===== config.mk =====
export PLATFORM = sky130hd
export DESIGN_NAME = pipe_skid_stage
export DESIGN_NICKNAME = d
export VERILOG_FILES = /design/src/rtl/pipe_skid_stage.sv
export SDC_FILE = /design/constraint.sdc
export NUM_CORES = 1
export LEC_CHECK = 0
export ABC_AREA = 1
export CAP_MARGIN = 0
export CORE_MARGIN = 4
export CORE_UTILIZATION = 46
export DETAILED_ROUTE_END_ITERATION = 16
export PLACE_DENSITY = 0.77
export SYNTH_ARGS = -nofsm -noshare
export SYNTH_HDL_FRONTEND = slang
export SYNTH_SLANG_ARGS = --single-unit

===== constraint.sdc =====
create_clock -name clk -period 1.57 [get_ports clk]
set_clock_uncertainty 0.15 [all_clocks]
set_input_delay 0.157 -clock clk [delete_from_list [all_inputs] [get_ports clk]]
set_output_delay 0.157 -clock clk [all_outputs]
set_load 0.02 [all_outputs]

===== src/rtl/pipe_skid_stage.sv =====
// Two-slot skid buffer for a pipeline stage boundary. The MAIN slot drives the outputs and
// the SKID slot catches the one extra entry that can arrive while downstream stalls. in_ready
// is registered, so upstream never sees a combinational path from out_ready.
module pipe_skid_stage #(
  parameter int unsigned PAYLOAD_W = 44,
  parameter int unsigned RD_W      = 5,
  parameter int unsigned CNT_W     = 16
) (
  input  logic                 clk,
  input  logic                 rstn,
  input  logic                 i_flush,
  input  logic                 i_in_valid,
  output logic                 o_in_ready,
  input  logic [PAYLOAD_W-1:0] i_in_data,
  input  logic [RD_W-1:0]      i_in_rd,
  input  logic                 i_in_wen,
  output logic                 o_out_valid,
  input  logic                 i_out_ready,
  output logic [PAYLOAD_W-1:0] o_out_data,
  output logic [RD_W-1:0]      o_out_rd,
  output logic                 o_out_wen,
  output logic [1:0]           o_occupancy,
  output logic [CNT_W-1:0]     o_stall_cnt
);

  typedef enum logic [1:0] {StEmpty = 2'd0, StOne = 2'd1, StTwo = 2'd2} state_e;

  state_e                 r_state;
  logic                   r_in_ready;
  logic                   r_main_vld;
  logic [PAYLOAD_W-1:0]   r_main_data;
  logic [RD_W-1:0]        r_main_rd;
  logic                   r_main_wen;
  logic                   r_skid_vld;
  logic [PAYLOAD_W-1:0]   r_skid_data;
  logic [RD_W-1:0]        r_skid_rd;
  logic                   r_skid_wen;
  logic [CNT_W-1:0]       r_stall_cnt;

  state_e                 w_state_d;
  logic                   w_accept;
  logic                   w_pop;
  logic                   w_main_load;
  logic                   w_main_from_skid;
  logic                   w_skid_load;

  assign w_accept = i_in_valid && r_in_ready;
  assign w_pop    = r_main_vld && i_out_ready;

  // Next-state and slot-load decode; flush overrides everything.
  always_comb begin
    w_state_d        = r_state;
    w_main_load      = 1'b0;
    w_main_from_skid = 1'b0;
    w_skid_load      = 1'b0;
    if (i_flush) begin
      w_state_d = StEmpty;
    end else begin
      unique case (r_state)
        StEmpty: begin
          if (w_accept) begin
            w_main_load = 1'b1;
            w_state_d   = StOne;
          end
        end
        StOne: begin
          if (w_accept && w_pop) begin
            w_main_load = 1'b1;
          end else if (w_pop) begin
            w_state_d = StEmpty;
          end else if (w_accept) begin
            w_skid_load = 1'b1;
            w_state_d   = StTwo;
          end
        end
        StTwo: begin
          if (w_pop) begin
            w_main_from_skid = 1'b1;
            w_state_d        = StOne;
          end
        end
        default: w_state_d = StEmpty;
      endcase
    end
  end

  // State, valid bits and the registered in_ready follow the decoded next state.
  always_ff @(posedge clk or negedge rstn) begin
    if (!rstn) begin
      r_state    <= StEmpty;
      r_in_ready <= 1'b1;
      r_main_vld <= 1'b0;
      r_skid_vld <= 1'b0;
    end else begin
      r_state    <= w_state_d;
      r_in_ready <= (w_state_d != StTwo);
      r_main_vld <= (w_state_d != StEmpty);
      r_skid_vld <= (w_state_d == StTwo);
    end
  end

  // Slot payloads; flush leaves these untouched since only the valid bits matter.
  always_ff @(posedge clk or negedge rstn) begin
    if (!rstn) begin
      r_main_data <= '0;
      r_main_rd   <= '0;
      r_main_wen  <= 1'b0;
      r_skid_data <= '0;
      r_skid_rd   <= '0;
      r_skid_wen  <= 1'b0;
    end else begin
      if (w_main_load) begin
        r_main_data <= i_in_data;
        r_main_rd   <= i_in_rd;
        r_main_wen  <= i_in_wen;
      end else if (w_main_from_skid) begin
        r_main_data <= r_skid_data;
        r_main_rd   <= r_skid_rd;
        r_main_wen  <= r_skid_wen;
      end
      if (w_skid_load) begin
        r_skid_data <= i_in_data;
        r_skid_rd   <= i_in_rd;
        r_skid_wen  <= i_in_wen;
      end
    end
  end

  // Saturating count of cycles where the head is held by downstream; flush does not touch it.
  always_ff @(posedge clk or negedge rstn) begin
    if (!rstn) begin
      r_stall_cnt <= '0;
    end else if (r_main_vld && !i_out_ready && (r_stall_cnt != {CNT_W{1'b1}})) begin
      r_stall_cnt <= r_stall_cnt + CNT_W'(1);
    end
  end

  // Occupancy mirrors the state encoding.
  always_comb begin
    o_occupancy = 2'd0;
    unique case (r_state)
      StEmpty: o_occupancy = 2'd0;
      StOne:   o_occupancy = 2'd1;
      StTwo:   o_occupancy = 2'd2;
      default: o_occupancy = 2'd0;
    endcase
  end

  assign o_in_ready  = r_in_ready;
  assign o_out_valid = r_main_vld;
  assign o_out_data  = r_main_data;
  assign o_out_rd    = r_main_rd;
  assign o_out_wen   = r_main_wen && r_main_vld;
  assign o_stall_cnt = r_stall_cnt;

endmodule


[Word-level counts from Yosys, hierarchy flattened]
Index checks and enable logic that the tools add are counted.
Word-level totals
  bits in writable memories: 0
  register bits: 120
  output and inout bits: 70
  input port bits: 55
  memory bits (read-only): 0
  memories: 0
  word-level logic and storage cells: 50
  latch bits: 0
Cells by class
  reductions and logical operators: 10
  add/sub/neg operators: 1
  multiply operators: 0
  bitwise logic cells: 0
  div/mod/pow operators: 0
  equal/unequal tests: 4
  magnitude comparators: 0
  mux-type cells: 25
  shift operators: 0
Operators by type and width (count)
  $mux 44: 2
  $add 16x1->16 const B: 1
  $ne 16x16->1 const B: 1
  $mux 1: 12
  $mux 2: 6
  $mux 5: 2
  $logic_and 1x1->1: 6
  $pmux 2 s3: 1
  $pmux 2 s2: 1
  $reduce_bool 2->1: 2
  $eq 2x1->1 const B: 1
  $eq 2x2->1 const B: 1
  $logic_not 2->1: 1
  $ne 2x2->1 const B: 1
  $pmux 1 s2: 1
  $logic_not 1->1: 1

[Depth between registers and ports, before layout]
Gate-level depths: netlist of the first run.
  depth after elaboration: 7
  gate-level depth with buffers: 10

[Worst setup path before layout of the first run]
No wires, ideal clock.
  kind: register to register
  from: reg r_stall_cnt[1] (netlist: o_stall_cnt[1])
  to: reg r_stall_cnt[10] (netlist: o_stall_cnt[10])
  arrival time: 1489 ps
  clock period less this slack: 1755 ps
  buffers on the path: 1
  stages on the path, launching flop included: 10
  data required time: 1303 ps
  setup time: 117 ps
  setup slack: -185 ps
  cell sequence: dfrtp_1 > ha_1 > nand3_2 > clkinv_2 > nand2_4 > o21ai_4 > inv_2 > buf_6 > nand2_1 > nand2_1
On the way
  longest elaborated chain between the ends: 2
RTL lines
  start, declared: RTL line 38  | logic [CNT_W-1:0] r_stall_cnt;
  start signal, assigned: RTL line 134  | r_stall_cnt <= r_stall_cnt + CNT_W'(1);
  parallel branches: the longest is 2 deep, another holds $add 16x1->16
Parallel ways; which one is timed is not known.
A chain may end at the register's enable or synchronous reset.

[Worst setup path after layout of the first run]
  from: reg r_in_ready (netlist: o_in_ready)
  to: reg r_skid_data[41]
On the way
  longest elaborated chain between the ends: 6
RTL lines
  start, declared: RTL line 29  | logic r_in_ready;
  start signal, assigned: RTL line 96  | r_in_ready <= (w_state_d != StTwo);
  $logic_and 1x1->1 (*): RTL line 47  | assign w_accept = i_in_valid && r_in_ready;
  $mux 1: RTL line 71  | end else if (w_accept) begin
  $mux 1: RTL line 69  | end else if (w_pop) begin
  $mux 1 (*): RTL line 67  | if (w_accept && w_pop) begin
  $mux 1 (*): RTL line 59  | unique case (r_state)
  $mux 1 (*): RTL line 56  | if (i_flush) begin
  end signal, assigned: RTL line 122  | r_skid_data <= i_in_data;
  end, declared: RTL line 35  | logic [PAYLOAD_W-1:0] r_skid_data;
Every way passes the cells marked *; elsewhere a longest branch is shown, timed or not.

==> results.md, run 1 <==
* Outcome: finished with violations
* Violations in the final reports: setup timing
* Number of clock sinks at 120
* Setup TNS at -29910 ps
* Critical path launch point type: flip-flop
* Starting utilization of the core area at 47.2%
* Clk pin slew, worst setup/hold paths at 60 ps
* Share of layout cells above drive strength 1 at 37.6%
* Clock buffers created by TritonCTS at 17
* Iteration-0 DRC count of the detailed router at 579
* Number of buffers between clock root and the deepest sink at 2
* Sequential Area at 3020 sq um
* Largest net degree at the start of global routing at 45
* Overall track demand over capacity in global routing at 33.5%
* Routability congestion estimate at 0.834
* Cell variety after synth at 27
* Number of flops mapped to enable cells by yosys at 0
* Normalized max-slew margin at 73.4%
* Number of endpoints failing setup at the final stage at 104
* Detailed placement HPWL at 9600 um
* Ratio of routed vias to standard cells at 5.46
* Register-to-Register Path Depth at 11
* Worst-case vdd ir drop at 1190 uV
* Top fanout value on the critical path at 5
* Initial DRT Pass Iterations at 5
* Avg Inst Size Synth at 7.58 sq um
* Met1 global-route usage at 38.8%
* Total of max-cap violations at 0
* Cells after synthesis at 755
* Remaining routing DRC violations at 0
* Ys Warns at 0
* # H-tree levels at 4
* Layout overhead on the synthesized area at 78.7%
* Cell leakage power at 0.00516 uW
* Hold violation total from the final report at 0
* Wire length of the first global-routing pass at 36300 um
* Number of max-slew violations in the final report at 0
* IO Pins at 125
* Worst-case setup margin in the final layout at -384 ps
* PwrDens at 1390 nW/um^2
* Fill count at 624
* Library cell used as clock root buffer: sky130_fd_sc_hd__clkbuf_16
* Remaining number of nets flagged by the antenna check after routing at 0
* Critical setup path kind: reg2reg
* Area of the die at 14300 sq um
* Count of port buffers added during placement at 124
* Internal reg-to-reg setup slack at -380 ps
* Count of inserted antenna diode cells at 0
* RSZ-0062 raised after global routing: yes
* Slew at the pin closest to its max-slew limit at 399 ps
* Die outline height at 120 um
* Sequential fraction of the synthesis area at 52.5%
* Crit end category: flip-flop
* Flip-flop and latch count after synthesis at 120
* Final hold slack at 70.0 ps
* FFs w/ async S/R, synth at 100%
* Via count of the first global-routing pass at 6694
* Number of rows in the core area at 40
* Fin nets at 1043
* Path class of the lowest-slack min-delay path: in2async
* Multi-input combinational cell area at 2930 sq um
* TritonCTS clock tree: built
* Worst skew pair latency at 420 ps
* Area of the core at 12100 sq um
* Mapped cell area at 5720 sq um
* Number of antenna violations at the first check in global routing at 0
* GR met3 Demand/Resource at 9.71%
* Wire per inst at 20.7 um
* Final core area utilization at 84.4%
* Post-layout min period at 1950 ps
* Total power draw at 14200 uW
* Syn_nets at 811
* Worst endpoint required time at 1760 ps
* Met2 GRT Util at 55.5%
* Arrival time at the worst endpoint at 2140 ps
* Most used flip-flop cell after synthesis: sky130_fd_sc_hd__dfrtp_1
* Vias at 6363
* Total congestion overflow after global routing at 0
* Maximum clock frequency at 0.512 GHz
* Final cycle utilization of the critical path at 124%
* Most congested layer reported by global routing: met2
* Die width at 120 um
* Total wirelength of the detailed-routed design at 24100 um
## stage by stage
stage / instance area [sq um] / std cells / worst slack, ps
3_3_place_gp: 7430 / 1055 / -276
6_report: 10200 / 1166 / -384
2_1_floorplan: 5800 / 755 / -59.6
3_5_place_dp: 7430 / 1055 / -343
4_1_cts: 9990 / 1167 / -227
5_1_grt: 10200 / 1166 / -432
## power breakdown
group | total [uW] | internal (uW) | switching (uW)
combinational | 5690 | 2400 | 3290
clock | 3540 | 2200 | 1340
sequential | 4940 | 4210 | 725
## cells by family (layout without fill, tap and decap cells)
logic type / count (synthesis) / in the layout / share of synthesized area [%]
buf+inv: 155 / 398 / 11.2
xor+xnor: 7 / 7 / 1.07
flops: 120 / 120 / 52.5
compound gates: 61 / 61 / 5.62
fa+ha+maj: 1 / 1 / 0.219
simple gates: 411 / 411 / 29.4
## state kept, by name, indices dropped and copies added (netlist names)
register / flops
r_state: 2
o_out_valid: 1
r_skid_rd: 5
o_out_data: 44
r_skid_wen: 1
r_main_wen: 1
r_skid_data: 44
o_in_ready: 1
o_out_rd: 5
o_stall_cnt: 16
## final cells by class
| class | count | area share [%] |
|---|---|---|
| Tap cell | 168 | 2.06 |
| Timing Repair Buffer | 242 | 29.2 |
| Inverter | 122 | 4.74 |
| Clock inverter | 3 | 0.147 |
| Multi-Input combinational cell | 480 | 28.6 |
| Sequential cell | 120 | 29.5 |
| Timing Repair inverter | 4 | 0.661 |
| Clock buffer | 27 | 5.02 |
## routing by layer
layer | wire, um | vias up | part of all wire [%]
li1 | - | 2768 | -
met2 | 11900 | 425 | 49
met3 | 1890 | 121 | 7.8
met1 | 9070 | 3049 | 38
met4 | 1260 | 0 | 5.2
met5 | 0 | - | 0
## worst paths after layout
check / from / end
max: o_in_ready / r_skid_data[41]
min: rstn / o_stall_cnt[12]
max reg2reg: o_in_ready / r_skid_data[41]
min reg2reg: o_out_data[33] / o_out_data[33]
max in group asynchronous: rstn / o_stall_cnt[2]
min in group clk: i_in_data[28] / r_skid_data[28]
## layout by cell type (no fill, tap or decap), drive strengths merged
| master | n |
|---|---|
| nor3 | 1 |
| clkdlybuf4s50 | 53 |
| clkinv | 4 |
| ha | 1 |
| inv | 125 |
| clkbuf | 33 |
| dlygate4sd2 | 52 |
| nand3 | 56 |
| dfstp | 1 |
| o21ai | 59 |
| buf | 124 |
| nand2 | 326 |
| nand3b | 1 |
| nor2 | 23 |
| dfrtp | 119 |
| nand4 | 4 |
| clkdlybuf4s15 | 6 |
| a21oi | 1 |
| dlygate4sd3 | 1 |
| a31oi | 1 |
| xnor2 | 7 |
## cell usage after synthesis (all sizes together), types with 3 or more instances
master / number / area (sq um)
nand2: 326 / 1250
xnor2: 7 / 61.3
o21ai: 59 / 307
nand3: 56 / 285
inv: 119 / 447
nand4: 4 / 25.0
clkbuf: 6 / 22.5
buf: 27 / 160
dfrtp: 119 / 2980
clkinv: 3 / 12.5
nor2: 23 / 104
## critical path, cell delays in order (launching register included)
cell and delay (ps):
sky130_fd_sc_hd__dfstp_2 550, sky130_fd_sc_hd__nand2_2 80, sky130_fd_sc_hd__inv_4 70, sky130_fd_sc_hd__buf_4 130, sky130_fd_sc_hd__nand2_4 50, sky130_fd_sc_hd__nor2_4 180, sky130_fd_sc_hd__buf_12 150, sky130_fd_sc_hd__buf_12 130
sky130_fd_sc_hd__buf_12 100, sky130_fd_sc_hd__buf_16 110, sky130_fd_sc_hd__nand2_1 70, sky130_fd_sc_hd__o21ai_1 90
## timing repair
item                       in CTS  in global routing
hold buffers                    1                  0
buffers inserted               47                 14
hold endpoints to repair      119                  0
setup endpoints to repair     161                135
gates resized for setup       333                169
pin swaps                      48                 47
cloned                         34                  0
(Power assumes the default switching activity.)
==> run 2: changes to the inputs <==
CORE_MARGIN = default   (was 4)
==> run 2 against run 1 <==
  * The run still ends with setup timing left
  * Hold slack better by 6.7 ps
  * Clock power is 14% higher
  * Cell area is 6.8% lower
  * Non-clock buffer count is 34 lower
  * Via count is 5.0% lower
  * Flip-flop and latch count stayed put
  * Combinational power is 13% lower
  * First-iteration DRC count is 22% higher
  * Global-route usage is 0.23 points higher
  * Sequential power is 1% lower
  * Sequential share of layout area is 2.2 points higher
  * Core utilization is 5.4 points lower
  * Critical path type unchanged
  * Largest cell class unchanged
  * Largest power group unchanged
  * Highest routed layer unchanged
==> results.md, run 2 (synthesized netlist as in run 1, its figures left out) <==
* Critical path launch point type: flip-flop
* Count of inserted antenna diode cells at 0 (unchanged)
* Iteration-0 DRC count of the detailed router at 708 (+22%)
* Initial DRT Pass Iterations at 6 (+1)
* Number of buffers between clock root and the deepest sink at 2 (unchanged)
* Total wirelength of the detailed-routed design at 21500 um (-11%)
* RSZ-0062 raised after global routing: yes
* Remaining routing DRC violations at 0 (unchanged)
* Maximum clock frequency at 0.541 GHz (+5.7%)
* Area of the die at 12900 sq um (-9.8%)
* Worst flop-to-flop path endpoint: r_skid_data[30]
* Die width at 114 um (-5.0%)
* Hold violation total from the final report at 0 (unchanged)
* IO Pins at 125 (unchanged)
* Slew at the pin closest to its max-slew limit at 424 ps (+24.7 ps)
* Dpl ws at -336 ps (+7.14 ps)
* Wire per inst at 19.0 um (-8.1%)
* Worst-case vdd ir drop at 804 uV (-33%)
* Number of max-slew violations in the final report at 0 (unchanged)
* Total of max-cap violations at 0 (unchanged)
* Library cell used as clock root buffer: sky130_fd_sc_hd__clkbuf_16
* Worst endpoint required time at 1760 ps (about the same)
* Met1 global-route usage at 43.3% (+4.5 points)
* Met2 GRT Util at 53.3% (-2.2 points)
* Remaining number of nets flagged by the antenna check after routing at 0 (unchanged)
* Worst path slowest cell: sky130_fd_sc_hd__dfstp_2
* Via count of the first global-routing pass at 5887 (-12%)
* Die outline height at 114 um (-5.0%)
* PwrDens at 1450 nW/um^2 (+4.8%)
* Start of the worst register-to-register path: o_in_ready
* Worst-case setup margin in the final layout at -279 ps (+106 ps)
* Number of clock sinks at 120 (unchanged)
* TritonCTS clock tree: built
* Violations in the final reports: setup timing
* Overall track demand over capacity in global routing at 33.7% (+0.23 points)
* Area post-placement at 7410 sq um (-0.20%)
* Cell leakage power at 0.00501 uW (-2.9%)
* Most congested layer reported by global routing: met2
* Normalized max-slew margin at 71.8% (-1.6 points)
* Layout overhead on the synthesized area at 66.5%
* Outcome: finished with violations
* Vias at 6045 (-5.0%)
* Register-to-Register Path Depth at 11 (unchanged)
* Arrival time at the worst endpoint at 2040 ps (-100 ps)
* Maximum single-stage delay on the critical path at 540 ps (about the same)
* Crit path cell chain: nand2_2 > inv_4 > buf_6 > nand2_4 > nor2_4 > buf_4 > buf_6 > buf_6 > buf_8 > nand2_1 > o21ai_2
* GR met3 Demand/Resource at 8.18% (-1.5 points)
* Internal reg-to-reg setup slack at -280 ps (+110 ps)
* Area of the core at 12100 sq um (-0.41%)
* Number of endpoints failing setup at the final stage at 105 (+0.96%)
* Critical setup path kind: reg2reg
* Final hold slack at 76.7 ps (+6.70 ps)
* Crit end category: flip-flop
* Total congestion overflow after global routing at 0 (unchanged)
* Final cell area excluding filler cells at 9530 sq um (-6.8%)
* Number of rows in the core area at 40 (unchanged)
* # H-tree levels at 4 (unchanged)
* Clock buffers created by TritonCTS at 17 (unchanged)
* Number of antenna violations at the first check in global routing at 0 (unchanged)
* Ratio of routed vias to standard cells at 5.34 (-2.2%)
* Cell seen most often among critical-path stages: sky130_fd_sc_hd__buf_6
* Path class of the lowest-slack min-delay path: in2async
* Share of layout cells above drive strength 1 at 30.6% (-7.0 points)
* Worst skew pair latency at 420 ps (about the same)
* Routability congestion estimate at 0.798 (-4.3%)
* Most common library cell in the layout ignoring fill and taps: sky130_fd_sc_hd__nand2_1
* Wire length of the first global-routing pass at 32200 um (-11%)
* Setup TNS at -19720 ps (+10190 ps)
* Detailed placement HPWL at 9270 um (-3.5%)
* Total power draw at 13800 uW (-2.4%)
* Top fanout value on the critical path at 5 (unchanged)
* Clk pin slew, worst setup/hold paths at 60 ps (about the same)
* Commonest cells after routing, fill and taps aside: 252 x sky130_fd_sc_hd__nand2_1, 116 x sky130_fd_sc_hd__inv_1, 109 x sky130_fd_sc_hd__dfrtp_1, 54 x sky130_fd_sc_hd__dlygate4sd2_1, 53 x sky130_fd_sc_hd__clkdlybuf4s50_1
* Post-layout min period at 1850 ps (-106 ps)
* Largest net degree at the start of global routing at 33 (-27%)
* Count of port buffers added during placement at 124 (unchanged)
* Fin nets at 1008 (-3.4%)
* Starting utilization of the core area at 47.4% (+0.20 points)
* Final cycle utilization of the critical path at 118% (-6.7 points)
[run 2: cell count changes in the layout (fill, tap and decap cells not counted), moves of 5 or more]
cell	change
sky130_fd_sc_hd__buf_12	-15
sky130_fd_sc_hd__nand3_2	-12
sky130_fd_sc_hd__nand2_2	-34
sky130_fd_sc_hd__nand2_1	+48
sky130_fd_sc_hd__buf_4	-11
sky130_fd_sc_hd__clkbuf_1	-5
sky130_fd_sc_hd__clkinvlp_4	+5
sky130_fd_sc_hd__o21ai_2	+15
sky130_fd_sc_hd__nand3_1	+16
sky130_fd_sc_hd__o21ai_1	-16
sky130_fd_sc_hd__buf_8	-7
sky130_fd_sc_hd__nand2_4	-14
[run 2: how the worst max path moves through the flow]
stage	slack, ps	cells after the start	end	start
final	-280	11	r_skid_data[30]	o_in_ready
after global routing	-330	10	o_out_rd[1]	o_in_ready
after CTS	-200	11	r_skid_data[26]	o_in_ready
after detailed placement	-340	8	o_out_data[19]	i_out_ready
after global placement	-290	10	o_out_data[7]	i_in_valid
after floorplan	-60	10	o_out_data[0]	o_in_ready
[run 2: power breakdown]
group / switching, uW / leakage [uW] / internal, uW
Clock: 1530 / 0.000283 / 2500
Sequential: 662 / 0.00146 / 4210
Combinational: 2900 / 0.00327 / 2040
Total: 5090 / 0.00501 / 8750
[run 2: critical path: cells and delay by family, from the launching register on]
family / cells / cell delay, ps
compound gates: 1 / 80
buf+inv: 6 / 670
flops: 1 / 540
simple gates: 4 / 320
[run 2: final cells by class]
type | count | area, sq um
Sequential cell | 120 | 3020
Multi-Input combinational cell | 480 | 2690
Fill cell | 709 | 2540
Timing Repair Buffer | 208 | 2470
Inverter | 122 | 482
Clock buffer | 21 | 480
Tap cell | 168 | 210
Clock inverter | 11 | 121
Timing Repair inverter | 3 | 56.3
[run 2: layer usage]
| metal | vias to the layer above | share of wire [%] |
|---|---|---|
| met5 | - | 0 |
| met4 | 0 | 5.1 |
| met2 | 341 | 48 |
| met3 | 89 | 7.9 |
| met1 | 2924 | 39 |
| li1 | 2691 | - |
[run 2: what timing repair did]
action | CTS | global route
hold buffers | 1 | 0
gates resized for setup | 207 | 197
hold endpoints to repair | 119 | 0
setup endpoints to repair | 173 | 130
buffers inserted | 23 | 7
gates cloned | 24 | 3
pin swaps | 17 | 3
[run 2: per-stage QoR]
stage                     util (%)  instances
after detailed placement      61.5       1053
after global routing          79.0       1133
after CTS                     75.8       1133
after floorplan                  -        755
after global placement        61.5       1053
final                         79.0       1133
